`config.mk`:
```
export PLATFORM = sky130hd
export DESIGN_NAME = spi_master_burst
export DESIGN_NICKNAME = d
export VERILOG_FILES = /design/src/rtl/spi_master_burst.sv
export SDC_FILE = /design/constraint.sdc
export NUM_CORES = 1
export LEC_CHECK = 0
export CORE_AREA = 5 5 123 125
export DETAILED_ROUTE_END_ITERATION = 10
export DIE_AREA = 0 0 128 130
export PLACE_DENSITY = 0.92
export SYNTH_ARGS = -nofsm -noshare
export SYNTH_HDL_FRONTEND = slang
export SYNTH_SLANG_ARGS = --single-unit
```
`constraint.sdc`:
```
create_clock -name i_clk -period 3.3 [get_ports i_clk]
set_input_delay 0.66 -clock i_clk [delete_from_list [all_inputs] [get_ports i_clk]]
set_output_delay 0.66 -clock i_clk [all_outputs]
set_load 0.02 [all_outputs]
```
`src/rtl/spi_master_burst.sv`:
```
// Purpose: multi-slave SPI master with per-slave mode/bit-order/CS-polarity/divider and CS-held multi-word bursts.
// Latency: CS/SCLK/MOSI change the cycle after accept; rx word pulses 2+2*DATA_WIDTH*div cycles after accept.
// Backpressure: o_tx_ready only in IDLE or between burst words (HOLD, waits indefinitely); low while shifting/gapping.
module spi_master_burst #(
    parameter int DATA_WIDTH             = 8,
    parameter int NUM_SLAVES             = 8,
    parameter int DIV_W                  = 8,
    parameter int DEFAULT_HALF_BIT_CLKS  = 2,
    parameter int SPI_CS_INACTIVE_CLOCKS = 4,
    localparam int SS_W = (NUM_SLAVES > 1) ? $clog2(NUM_SLAVES) : 1
) (
    input  logic                  i_clk,
    input  logic                  i_rst_n,
    input  logic                  i_config_slave,
    input  logic [SS_W-1:0]       i_slave_select,
    input  logic [3:0]            i_config_data,
    input  logic [DIV_W-1:0]      i_config_div,
    input  logic                  i_tx_data_valid,
    input  logic [DATA_WIDTH-1:0] i_tx_data_word,
    input  logic                  i_tx_last,
    output logic                  o_tx_ready,
    output logic                  o_rx_data_valid,
    output logic [DATA_WIDTH-1:0] o_rx_data_word,
    output logic                  o_busy,
    output logic                  o_spi_sclk,
    output logic [NUM_SLAVES-1:0] o_spi_cs,
    output logic                  o_spi_mosi,
    input  logic                  i_spi_miso
);
    localparam int CPOL  = 3;
    localparam int CPHA  = 2;
    localparam int LSBF  = 1;
    localparam int CSPOL = 0;
    localparam int EC_W  = $clog2(2*DATA_WIDTH + 1);
    localparam int GAP_W = (SPI_CS_INACTIVE_CLOCKS > 1) ? $clog2(SPI_CS_INACTIVE_CLOCKS) : 1;
    localparam logic [EC_W-1:0]  EDGE_LAST = EC_W'(2*DATA_WIDTH);
    localparam logic [GAP_W-1:0] GAP_END   = GAP_W'(SPI_CS_INACTIVE_CLOCKS - 1);
    localparam logic [DIV_W-1:0] DIV_RST   = DIV_W'(DEFAULT_HALF_BIT_CLKS);
    localparam logic [DIV_W-1:0] DIV_ONE   = DIV_W'(1);

    typedef enum logic [2:0] {S_IDLE, S_LEAD, S_SHIFT, S_HOLD, S_TRAIL, S_GAP} state_t;

    state_t                state_q, state_d;
    logic [3:0]            cfg_q [NUM_SLAVES];
    logic [3:0]            cfg_d [NUM_SLAVES];
    logic [DIV_W-1:0]      div_q [NUM_SLAVES];
    logic [DIV_W-1:0]      div_d [NUM_SLAVES];
    logic [3:0]            cur_cfg_q, cur_cfg_d;
    logic [DIV_W-1:0]      cur_div_q, cur_div_d;
    logic [SS_W-1:0]       cur_slv_q, cur_slv_d;
    logic                  last_q, last_d;
    logic [DATA_WIDTH-1:0] tx_sh_q, tx_sh_d;
    logic [DATA_WIDTH-1:0] rx_sh_q, rx_sh_d;
    logic [DIV_W-1:0]      cnt_q, cnt_d;
    logic [EC_W-1:0]       edge_q, edge_d;
    logic [GAP_W-1:0]      gap_q, gap_d;
    logic                  sclk_q, sclk_d;
    logic                  mosi_q, mosi_d;
    logic [NUM_SLAVES-1:0] cs_q, cs_d;
    logic                  ready_q, ready_d;
    logic                  busy_q, busy_d;
    logic                  rx_vld_q, rx_vld_d;
    logic [DATA_WIDTH-1:0] rx_word_q, rx_word_d;

    logic                  accept, load, leading, cs_on;
    logic [DIV_W-1:0]      div_m1;
    logic [DATA_WIDTH-1:0] tx_next;

    // Next-state: config writes, burst latching, SCLK edge generation, shifting/sampling and registered outputs.
    always_comb begin
        state_d   = state_q;
        cfg_d     = cfg_q;
        div_d     = div_q;
        cur_cfg_d = cur_cfg_q;
        cur_div_d = cur_div_q;
        cur_slv_d = cur_slv_q;
        last_d    = last_q;
        tx_sh_d   = tx_sh_q;
        rx_sh_d   = rx_sh_q;
        cnt_d     = cnt_q;
        edge_d    = edge_q;
        gap_d     = gap_q;
        sclk_d    = sclk_q;
        mosi_d    = mosi_q;
        cs_d      = cs_q;
        rx_vld_d  = 1'b0;
        rx_word_d = rx_word_q;
        load      = 1'b0;
        leading   = ~edge_q[0];
        accept    = i_tx_data_valid && ready_q;
        div_m1    = cur_div_q - DIV_ONE;
        tx_next   = cur_cfg_q[LSBF] ? {1'b0, tx_sh_q[DATA_WIDTH-1:1]} : {tx_sh_q[DATA_WIDTH-2:0], 1'b0};

        // Out-of-range indices match no slot, so such writes fall away.
        for (int i = 0; i < NUM_SLAVES; i++) begin
            if (i_config_slave && int'(i_slave_select) == i) begin
                cfg_d[i] = i_config_data;
                div_d[i] = i_config_div;
            end
        end

        case (state_q)
            S_IDLE: begin
                if (accept) begin
                    // Latch from cfg_q so a same-cycle write only affects later bursts.
                    cur_cfg_d = 4'b0000;
                    cur_div_d = (DIV_RST == '0) ? DIV_ONE : DIV_RST;
                    for (int i = 0; i < NUM_SLAVES; i++) begin
                        if (int'(i_slave_select) == i) begin
                            cur_cfg_d = cfg_q[i];
                            cur_div_d = (div_q[i] == '0) ? DIV_ONE : div_q[i];
                        end
                    end
                    cur_slv_d = i_slave_select;
                    sclk_d    = cur_cfg_d[CPOL];
                    load      = 1'b1;
                    state_d   = S_LEAD;
                end
            end
            S_LEAD, S_SHIFT: begin
                cnt_d = (cnt_q == div_m1) ? '0 : cnt_q + 1'b1;
                if (edge_q != EDGE_LAST) begin
                    if (cnt_q == div_m1) begin
                        edge_d  = edge_q + 1'b1;
                        sclk_d  = ~sclk_q;
                        state_d = S_SHIFT;
                        if (leading != cur_cfg_q[CPHA]) begin
                            rx_sh_d = cur_cfg_q[LSBF] ? {i_spi_miso, rx_sh_q[DATA_WIDTH-1:1]}
                                                      : {rx_sh_q[DATA_WIDTH-2:0], i_spi_miso};
                        end else if (cur_cfg_q[CPHA]) begin
                            mosi_d  = cur_cfg_q[LSBF] ? tx_sh_q[0] : tx_sh_q[DATA_WIDTH-1];
                            tx_sh_d = tx_next;
                        end else begin
                            mosi_d  = cur_cfg_q[LSBF] ? tx_next[0] : tx_next[DATA_WIDTH-1];
                            tx_sh_d = tx_next;
                        end
                    end
                end else begin
                    // Word complete: deliver it, then hold SCLK idle for one half-bit before HOLD/TRAIL.
                    if (cnt_q == '0) begin
                        rx_vld_d  = 1'b1;
                        rx_word_d = rx_sh_q;
                    end
                    if (cnt_q == div_m1) begin
                        state_d = last_q ? S_TRAIL : S_HOLD;
                    end
                end
            end
            S_HOLD: begin
                if (accept) begin
                    load    = 1'b1;
                    state_d = S_SHIFT;
                end
            end
            S_TRAIL: begin
                gap_d   = '0;
                state_d = S_GAP;
            end
            S_GAP: begin
                gap_d = gap_q + 1'b1;
                if (gap_q == GAP_END) begin
                    state_d = S_IDLE;
                end
            end
            default: state_d = S_IDLE;
        endcase

        if (load) begin
            tx_sh_d = i_tx_data_word;
            last_d  = i_tx_last;
            cnt_d   = '0;
            edge_d  = '0;
            if (!cur_cfg_d[CPHA]) begin
                mosi_d = cur_cfg_d[LSBF] ? i_tx_data_word[0] : i_tx_data_word[DATA_WIDTH-1];
            end
        end

        cs_on = (state_d == S_LEAD) || (state_d == S_SHIFT) || (state_d == S_HOLD);
        for (int i = 0; i < NUM_SLAVES; i++) begin
            cs_d[i] = (cs_on && int'(cur_slv_d) == i) ? cur_cfg_d[CSPOL] : ~cfg_d[i][CSPOL];
        end
        ready_d = (state_d == S_IDLE) || (state_d == S_HOLD);
        busy_d  = (state_d != S_IDLE);
    end

    // State and output registers; synchronous reset aborts any burst and restores default slave configs.
    always_ff @(posedge i_clk) begin
        if (!i_rst_n) begin
            state_q   <= S_IDLE;
            for (int i = 0; i < NUM_SLAVES; i++) begin
                cfg_q[i] <= 4'b0000;
                div_q[i] <= DIV_RST;
            end
            cur_cfg_q <= 4'b0000;
            cur_div_q <= DIV_ONE;
            cur_slv_q <= '0;
            last_q    <= 1'b0;
            tx_sh_q   <= '0;
            rx_sh_q   <= '0;
            cnt_q     <= '0;
            edge_q    <= '0;
            gap_q     <= '0;
            sclk_q    <= 1'b0;
            mosi_q    <= 1'b0;
            cs_q      <= '1;
            ready_q   <= 1'b0;
            busy_q    <= 1'b0;
            rx_vld_q  <= 1'b0;
            rx_word_q <= '0;
        end else begin
            state_q   <= state_d;
            cfg_q     <= cfg_d;
            div_q     <= div_d;
            cur_cfg_q <= cur_cfg_d;
            cur_div_q <= cur_div_d;
            cur_slv_q <= cur_slv_d;
            last_q    <= last_d;
            tx_sh_q   <= tx_sh_d;
            rx_sh_q   <= rx_sh_d;
            cnt_q     <= cnt_d;
            edge_q    <= edge_d;
            gap_q     <= gap_d;
            sclk_q    <= sclk_d;
            mosi_q    <= mosi_d;
            cs_q      <= cs_d;
            ready_q   <= ready_d;
            busy_q    <= busy_d;
            rx_vld_q  <= rx_vld_d;
            rx_word_q <= rx_word_d;
        end
    end

    assign o_tx_ready      = ready_q;
    assign o_rx_data_valid = rx_vld_q;
    assign o_rx_data_word  = rx_word_q;
    assign o_busy          = busy_q;
    assign o_spi_sclk      = sclk_q;
    assign o_spi_cs        = cs_q;
    assign o_spi_mosi      = mosi_q;
endmodule

```
==> metrics.md, run 1 <==
| Metric | Value |
|---|---|
| Status | completed |
| FF+latch count, synth | between 150 and 200 |
| Worst-path clk slew | 0.06 ns |
| Worst setup slack after layout | 0.2474 ns |
| Area share of the largest cell type after synthesis | 40.62% |
| Pin count of the biggest net entering global routing | between 60 and 70 |
| Worst path arrival time | 3.38 ns |
| Dpl hpwl | 13750 um |
| Global-route wire length before repair | between 30000 and 40000 um |
| FILL cells | 1037 |
| Max Cap Violations | 0 |
| Pre-antenna DRT Iters | 5 |
| Post-route minimum period | around 3.1 ns |
| Max Clock Freq | 327.6 MHz |
| Port bufs | a little under 50 |
| Ports | 50 |
| Clock Tree Buf Depth | 2 |
| Routed Antenna Nets | 0 |
| Max incr delay on CP | 0.44 ns |
| End-of-flow core utilization | 68.16% |
| Final hold violation count | 0 |
| Setup CP Type | flip-flop to flip-flop |
| Post-Route Setup TNS | 0 ns |
| Most common cell after layout, fill and taps aside | nand2_1 |
| Synth Cell Area | 8180 um2 |
| Initial Utilization | ~59% |
| Syn-to-layout area delta | 14.76% |
| Critical path data required time | between 3 and 4 ns |
| Initial antenna violation count | 0 |
| Die width | around 130 um |
| ANT cells | 0 |
| Routed wire length | 20480 um |
| Max Slew Vio Count | 0 |
| WHS | 0.4640 ns |
| Root cell of the clock tree | clkbuf_16 |
| TritonCTS Buffers | 17 |
| Pre-CTS WS | between 0.1 and 0.15 ns |
| DRT iter0 DRCs | 794 |
| Worst-path cell chain | inv_1, ha_1, xnor2_1, a311o_1, a211o_1, nor3_2, o211a_2, o2111ai_1, a32o_1 |
| Least-Margin Pin Slew | roughly 1.0 ns |
| Critical path launch point type | flip-flop |
| EDFF count, synth | 0 |
| Residual DRC | 0 |
| Leakage | 3.509 nW |
| Total number of vias | 6890 |
| RD Place Congestion | 0.9254 |
| Die Y | 130 um |
| Syn Inst Count | 931 |
| Area leader, netlist | dfxtp_1 |
| Layout cells sized above 1 | 11.17% |
| Slew HR | 30.72% |
| Clock Latency Late Sink | 0.44 ns |
| Post-synthesis sequential area ratio | 40.62% |
| Vias in the first global route | between 6000 and 7000 |
| P per Cell Area | approximately 600 nW/um2 |
| # clock sinks | about 170 |
| WL/cell | 17.85 um |
| Buffers plus inverters on the worst setup path | 1 |
| CTS Hold Bufs | 0 |
| Peak supply drop | 438.5 uV |
| Grt total ovfl | 0 |
| Final setup vio count | 0 |
| CTS tree | done |
| Synth area leaders | dfxtp_1, nand2_1, a21boi_0, mux2i_1, mux4_2 |
| Distinct cells, synth | 68 |
| Max FO, Critical Path | 12 |
| Vias per cell | 6.007 |
| Syn nets | 966 |
| Post CTS Setup Buffer Count | 0 |
| # rows | 43 |
| Post-CTS resize count | 0 |
| GRT Util Overall | 25.24% |
| Avg Synthesized Cell Area | 8.787 um2 |
| Predominant post-synthesis flop cell | dfxtp_1 |
| Crit-path slowest cell | nor3_2 |
| Final Skew | 0.009843 ns |
| Final Cycle Share | 92.50% |
| Die Area | 16640 um2 |
| Ys async rst share | 0% |
| YS warnings | 0 |
| Core area | 13770 um2 |
| Crit end category | flip-flop |
| Nets | 990 |
| Top Family by Delay on Critical Path | compound AO/OA/AOI/OAI gates |
| Worst Hold Class | flip-flop to flip-flop |
| Most frequent cells in the layout | nand2_1, dfxtp_1, a21boi_0 |
| RSZ-0062 raised after global routing | no |
| # H-tree levels | 4 |
==> layer usage <==
layer  GRT usage, %  up-vias  share of wire, %
li1               -     3253                 -
met1          30.88     3299                42
met2          43.01      274                49
met3          5.444       64               6.4
met4          11.17        0               2.9
met5              0        -                 0
==> per-stage QoR <==
stage,power (mW),cells,cell area (um2)
final,5.654,1147,9388
after global routing,5.875,1147,9388
after CTS,5.646,1147,9388
after detailed placement,3.594,1116,8786
after global placement,3.539,1116,8786
after floorplan,3.291,931,8180
==> sequential cells by signal, indices dropped and copies added (netlist names), 2 cells and up <==
register	flops
cur_cfg_q	3
cur_slv_q	3
o_spi_cs	8
gap_q	2
o_rx_data_word	8
tx_sh_q	8
cnt_q	8
cur_div_q	8
div_q	64
rx_sh_q	8
state_q	3
edge_q	5
cfg_q	32
==> Yosys cell counts, drive strengths merged (11+ instances only) <==
library cell / instances
mux4: 18
inv: 11
clkbuf: 56
buf: 19
nand3: 18
nor2: 33
nor3: 16
a21oi: 14
and2: 11
nor2b: 40
a21boi: 89
mux2i: 55
dfxtp: 166
nor4: 13
o21ai: 19
nand2: 232
==> layout make-up <==
type	count	area (um2)	share of cell area [%]
Clock inverter	7	120.1	1.279
Clock buffer	24	481.7	5.131
Sequential cell	166	3323	35.40
Inverter	11	41.29	0.4398
Multi-Input combinational cell	679	4468	47.59
Tap cell	180	225.2	2.399
Timing Repair Buffer	80	728.2	7.757
==> tightest hold or removal path: stages (launching register included) <==
cell and delay, ns:
dfxtp_1 0.31, nand2_1 0.05, a21boi_0 0.06
==> worst paths after layout <==
kind	startpoint	to	slack, ns	cells past startpoint
worst min-delay path	cfg_q[1]	cfg_q[1]	0.46	2
worst max register to register	cur_div_q[0]	o_spi_cs[4]	0.25	9
worst max-delay path	cur_div_q[0]	o_spi_cs[4]	0.25	9
worst min register to register	cfg_q[1]	cfg_q[1]	0.46	2
==> cell families after synthesis <==
logic type               after synthesis  share of synthesized area [%]
AO/OA/AOI/OAI                        166                          15.40
XOR/XNOR                              20                          2.141
adder cells (fa/ha/maj)                6                         0.9177
buffers and inverters                 86                          4.895
flip-flops                           166                          40.62
multiplexers                          83                          13.06
AND/OR/NAND/NOR                      404                          22.96
==> power by group <==
part | internal, mW | switching [mW] | total [mW]
sequential | 2.12 | 0.123 | 2.24
combinational | 0.572 | 0.793 | 1.37
clock | 1.25 | 0.800 | 2.05
total | 3.94 | 1.71 | 5.65
(Power assumes the default switching activity.)
==> inputs of run 2 (changes only) <==
Settings changed: CORE_AREA 5 5 123 125 to 5 5 159 161, DIE_AREA 0 0 128 130 to 0 0 164 166, PLACE_DENSITY 0.92 to 0.63.
==> run 2 against run 1 <==
  * Hold slack about the same
  * Clock skew about the same
  * Largest cell class unchanged
  * Sequential share of layout area decreased by 0.74 points
  * Final cell count increased by 13%
  * Non-clock buffer count increased by 2
  * Flip-flop and latch count unchanged
  * Total power decreased by 0.74%
  * Global-route usage decreased by 10 points
==> metrics.md, run 2 (same netlist as run 1, synthesis figures left out) <==
| Metric | Value |
|---|---|
| Status | completed |
| CTS Hold Bufs | 0 (unchanged) |
| Die Area | 27220 um2 (+64%) |
| Slew HR | 36.00% (+5.3 points) |
| Max FO, Critical Path | 12 (unchanged) |
| Biggest register | div_q |
| ANT cells | 0 (unchanged) |
| Port bufs | 49 (unchanged) |
| Max Clock Freq | 335.1 MHz (+2.3%) |
| Post-CTS resize count | 0 (unchanged) |
| Layout cells sized above 1 | 11.86% (+0.69 points) |
| Core area | 23820 um2 (+73%) |
| Critical path data required time | 3.62 ns (about the same) |
| Least-Margin Pin Slew | 0.9512 ns (-0.07850 ns) |
| Die Y | 166 um (+28%) |
| Cell Area, Placed | 8981 um2 (+2.2%) |
| Post-route insts no fill | 1294 (+13%) |
| Register area | 3323 um2 (unchanged) |
| Initial antenna violation count | 0 (unchanged) |
| Global-route wire length before repair | 33180 um (-1.4%) |
| RSZ-0062 raised after global routing | no |
| Initial Utilization | 34.34% (-25 points) |
| Worst-path clk slew | 0.07 ns (about the same) |
| Max incr delay on CP | 0.52 ns (+0.08 ns) |
| Syn-to-layout area delta | 17.21% |
| # rows | 57 (+33%) |
| WHS | 0.4644 ns (+0.0004160 ns) |
| Pin count of the biggest net entering global routing | 79 (+20%) |
| Clock Tree Buf Depth | 2 (unchanged) |
| TritonCTS Buffers | 17 (unchanged) |
| Ports | 50 (unchanged) |
| Die width | 164 um (+28%) |
| Worst-path cell chain | inv_1, ha_1, xnor2_1, a311o_1, a211o_1, or4b_1, o211a_2, or2_1, a32o_1 |
| Pre-antenna DRT Iters | 5 (unchanged) |
| Crit-path slowest cell | or4b_1 |
| Post-route minimum period | 2.985 ns (-0.06805 ns) |
| Post CTS Setup Buffer Count | 0 (unchanged) |
| Post-Route Setup TNS | 0 ns (unchanged) |
| DRT iter0 DRCs | 411 (-48%) |
| # H-tree levels | 4 (unchanged) |
| Most frequent cells in the layout | nand2_1, dfxtp_1, a21boi_0 |
| FILL cells | 2427 (+130%) |
| Final Skew | 0.009602 ns (-0.0002402 ns) |
| WL/cell | 15.63 um (-12%) |
| Final setup vio count | 0 (unchanged) |
| Root cell of the clock tree | clkbuf_16 |
| Dpl hpwl | 14200 um (+3.3%) |
| Worst Hold Class | flip-flop to flip-flop |
| P per Cell Area | 585.3 nW/um2 (-2.8%) |
| Placed cell count | 1262 (+13%) |
| Max Cap Violations | 0 (unchanged) |
| # clock sinks | 166 (unchanged) |
| Routed wire length | 20230 um (-1.2%) |
| Design area | 9588 um2 (+2.1%) |
| Peak supply drop | 396.4 uV (-9.6%) |
| Vias in the first global route | 6152 (-11%) |
| Routed Antenna Nets | 0 (unchanged) |
| Crit end category | flip-flop |
| Setup CP Type | flip-flop to flip-flop |
| Vias per cell | 5.005 (-17%) |
| Pre-CTS WS | 0.2757 ns (+0.1369 ns) |
| Largest registers | div_q (64), cfg_q (32) |
| Leakage | 3.525 nW (+0.44%) |
| Worst setup slack after layout | 0.3154 ns (+0.06805 ns) |
| Critical path launch point type | flip-flop |
| Nets | 992 (+0.20%) |
| CTS tree | done |
| Total number of vias | 6476 (-6.0%) |
| Residual DRC | 0 (unchanged) |
| Grt total ovfl | 0 (unchanged) |
| Final Cycle Share | 90.44% (-2.1 points) |
| Worst path arrival time | 3.30 ns (-0.08 ns) |
| Clock Latency Late Sink | 0.43 ns (about the same) |
| RD Place Congestion | 0.8037 (-13%) |
| Max reg flops | 64 (unchanged) |
| Final hold violation count | 0 (unchanged) |
| GRT Util Overall | 15.05% (-10 points) |
| Most common cell after layout, fill and taps aside | nand2_1 |
| Multi-input gate area | 4468 um2 (unchanged) |
| Max Slew Vio Count | 0 (unchanged) |
==> run 2: cell count changes in the layout (fill, tap and decap cells not counted), sizes merged <==
cell and change:
inv +9, clkbuf -5, buf +2, bufinv -2
clkinv -1
==> run 2: metal layers <==
metal / track usage (%) / share of wire (%) / vias to the layer above
li1: - / - / 3259
met1: 21.46 / 48 / 3044
met2: 23.57 / 46 / 155
met3: 3.053 / 4.9 / 18
met4: 3.319 / 0.80 / 0
met5: 0 / 0 / -
==> run 2: worst paths after layout <==
| check | slack [ns] | from | depth (start not counted) | to |
|---|---|---|---|---|
| worst max-delay path | 0.32 | cur_div_q[0] | 9 | o_spi_cs[4] |
| worst min-delay path | 0.46 | div_q[8] | 2 | div_q[8] |
| worst max register to register | 0.32 | cur_div_q[0] | 9 | o_spi_cs[4] |
| worst min register to register | 0.46 | div_q[8] | 2 | div_q[8] |
==> run 2: where the power goes <==
part           switching [mW]  leakage [nW]  total [mW]  internal, mW
registers               0.118          1.34        2.23          2.12
logic                   0.759          1.88        1.33         0.572
clock network           0.924         0.298        2.05          1.12
==> run 2: area by class of cell <==
class / instances / share of cell area (%)
repair buffers: 82 / 7.752
well taps: 324 / 4.228
flip-flops and latches: 166 / 34.66
clock inverters: 13 / 1.605
inverters: 11 / 0.4306
multi-input cells: 679 / 46.60
clock buffers: 19 / 4.724
==> run 2: through the flow <==
step / total power, mW / utilization, %
after global routing: 5.893 / 40.25
after global placement: 3.595 / 37.70
after detailed placement: 3.604 / 37.70
after CTS: 5.662 / 40.25
final: 5.612 / 40.25
after floorplan: 3.291 / -
==> run 2: worst max-delay path, delay by kind of cell, from the launching register on <==
family | cells | cell delay (ns)
DFF | 1 | 0.40
and+or+nand+nor | 2 | 0.80
buffers and inverters | 1 | 0.09
xor gates and xnor gates | 1 | 0.13
AOI/OAI and AO/OA | 4 | 1.15
adders and majority gates | 1 | 0.31
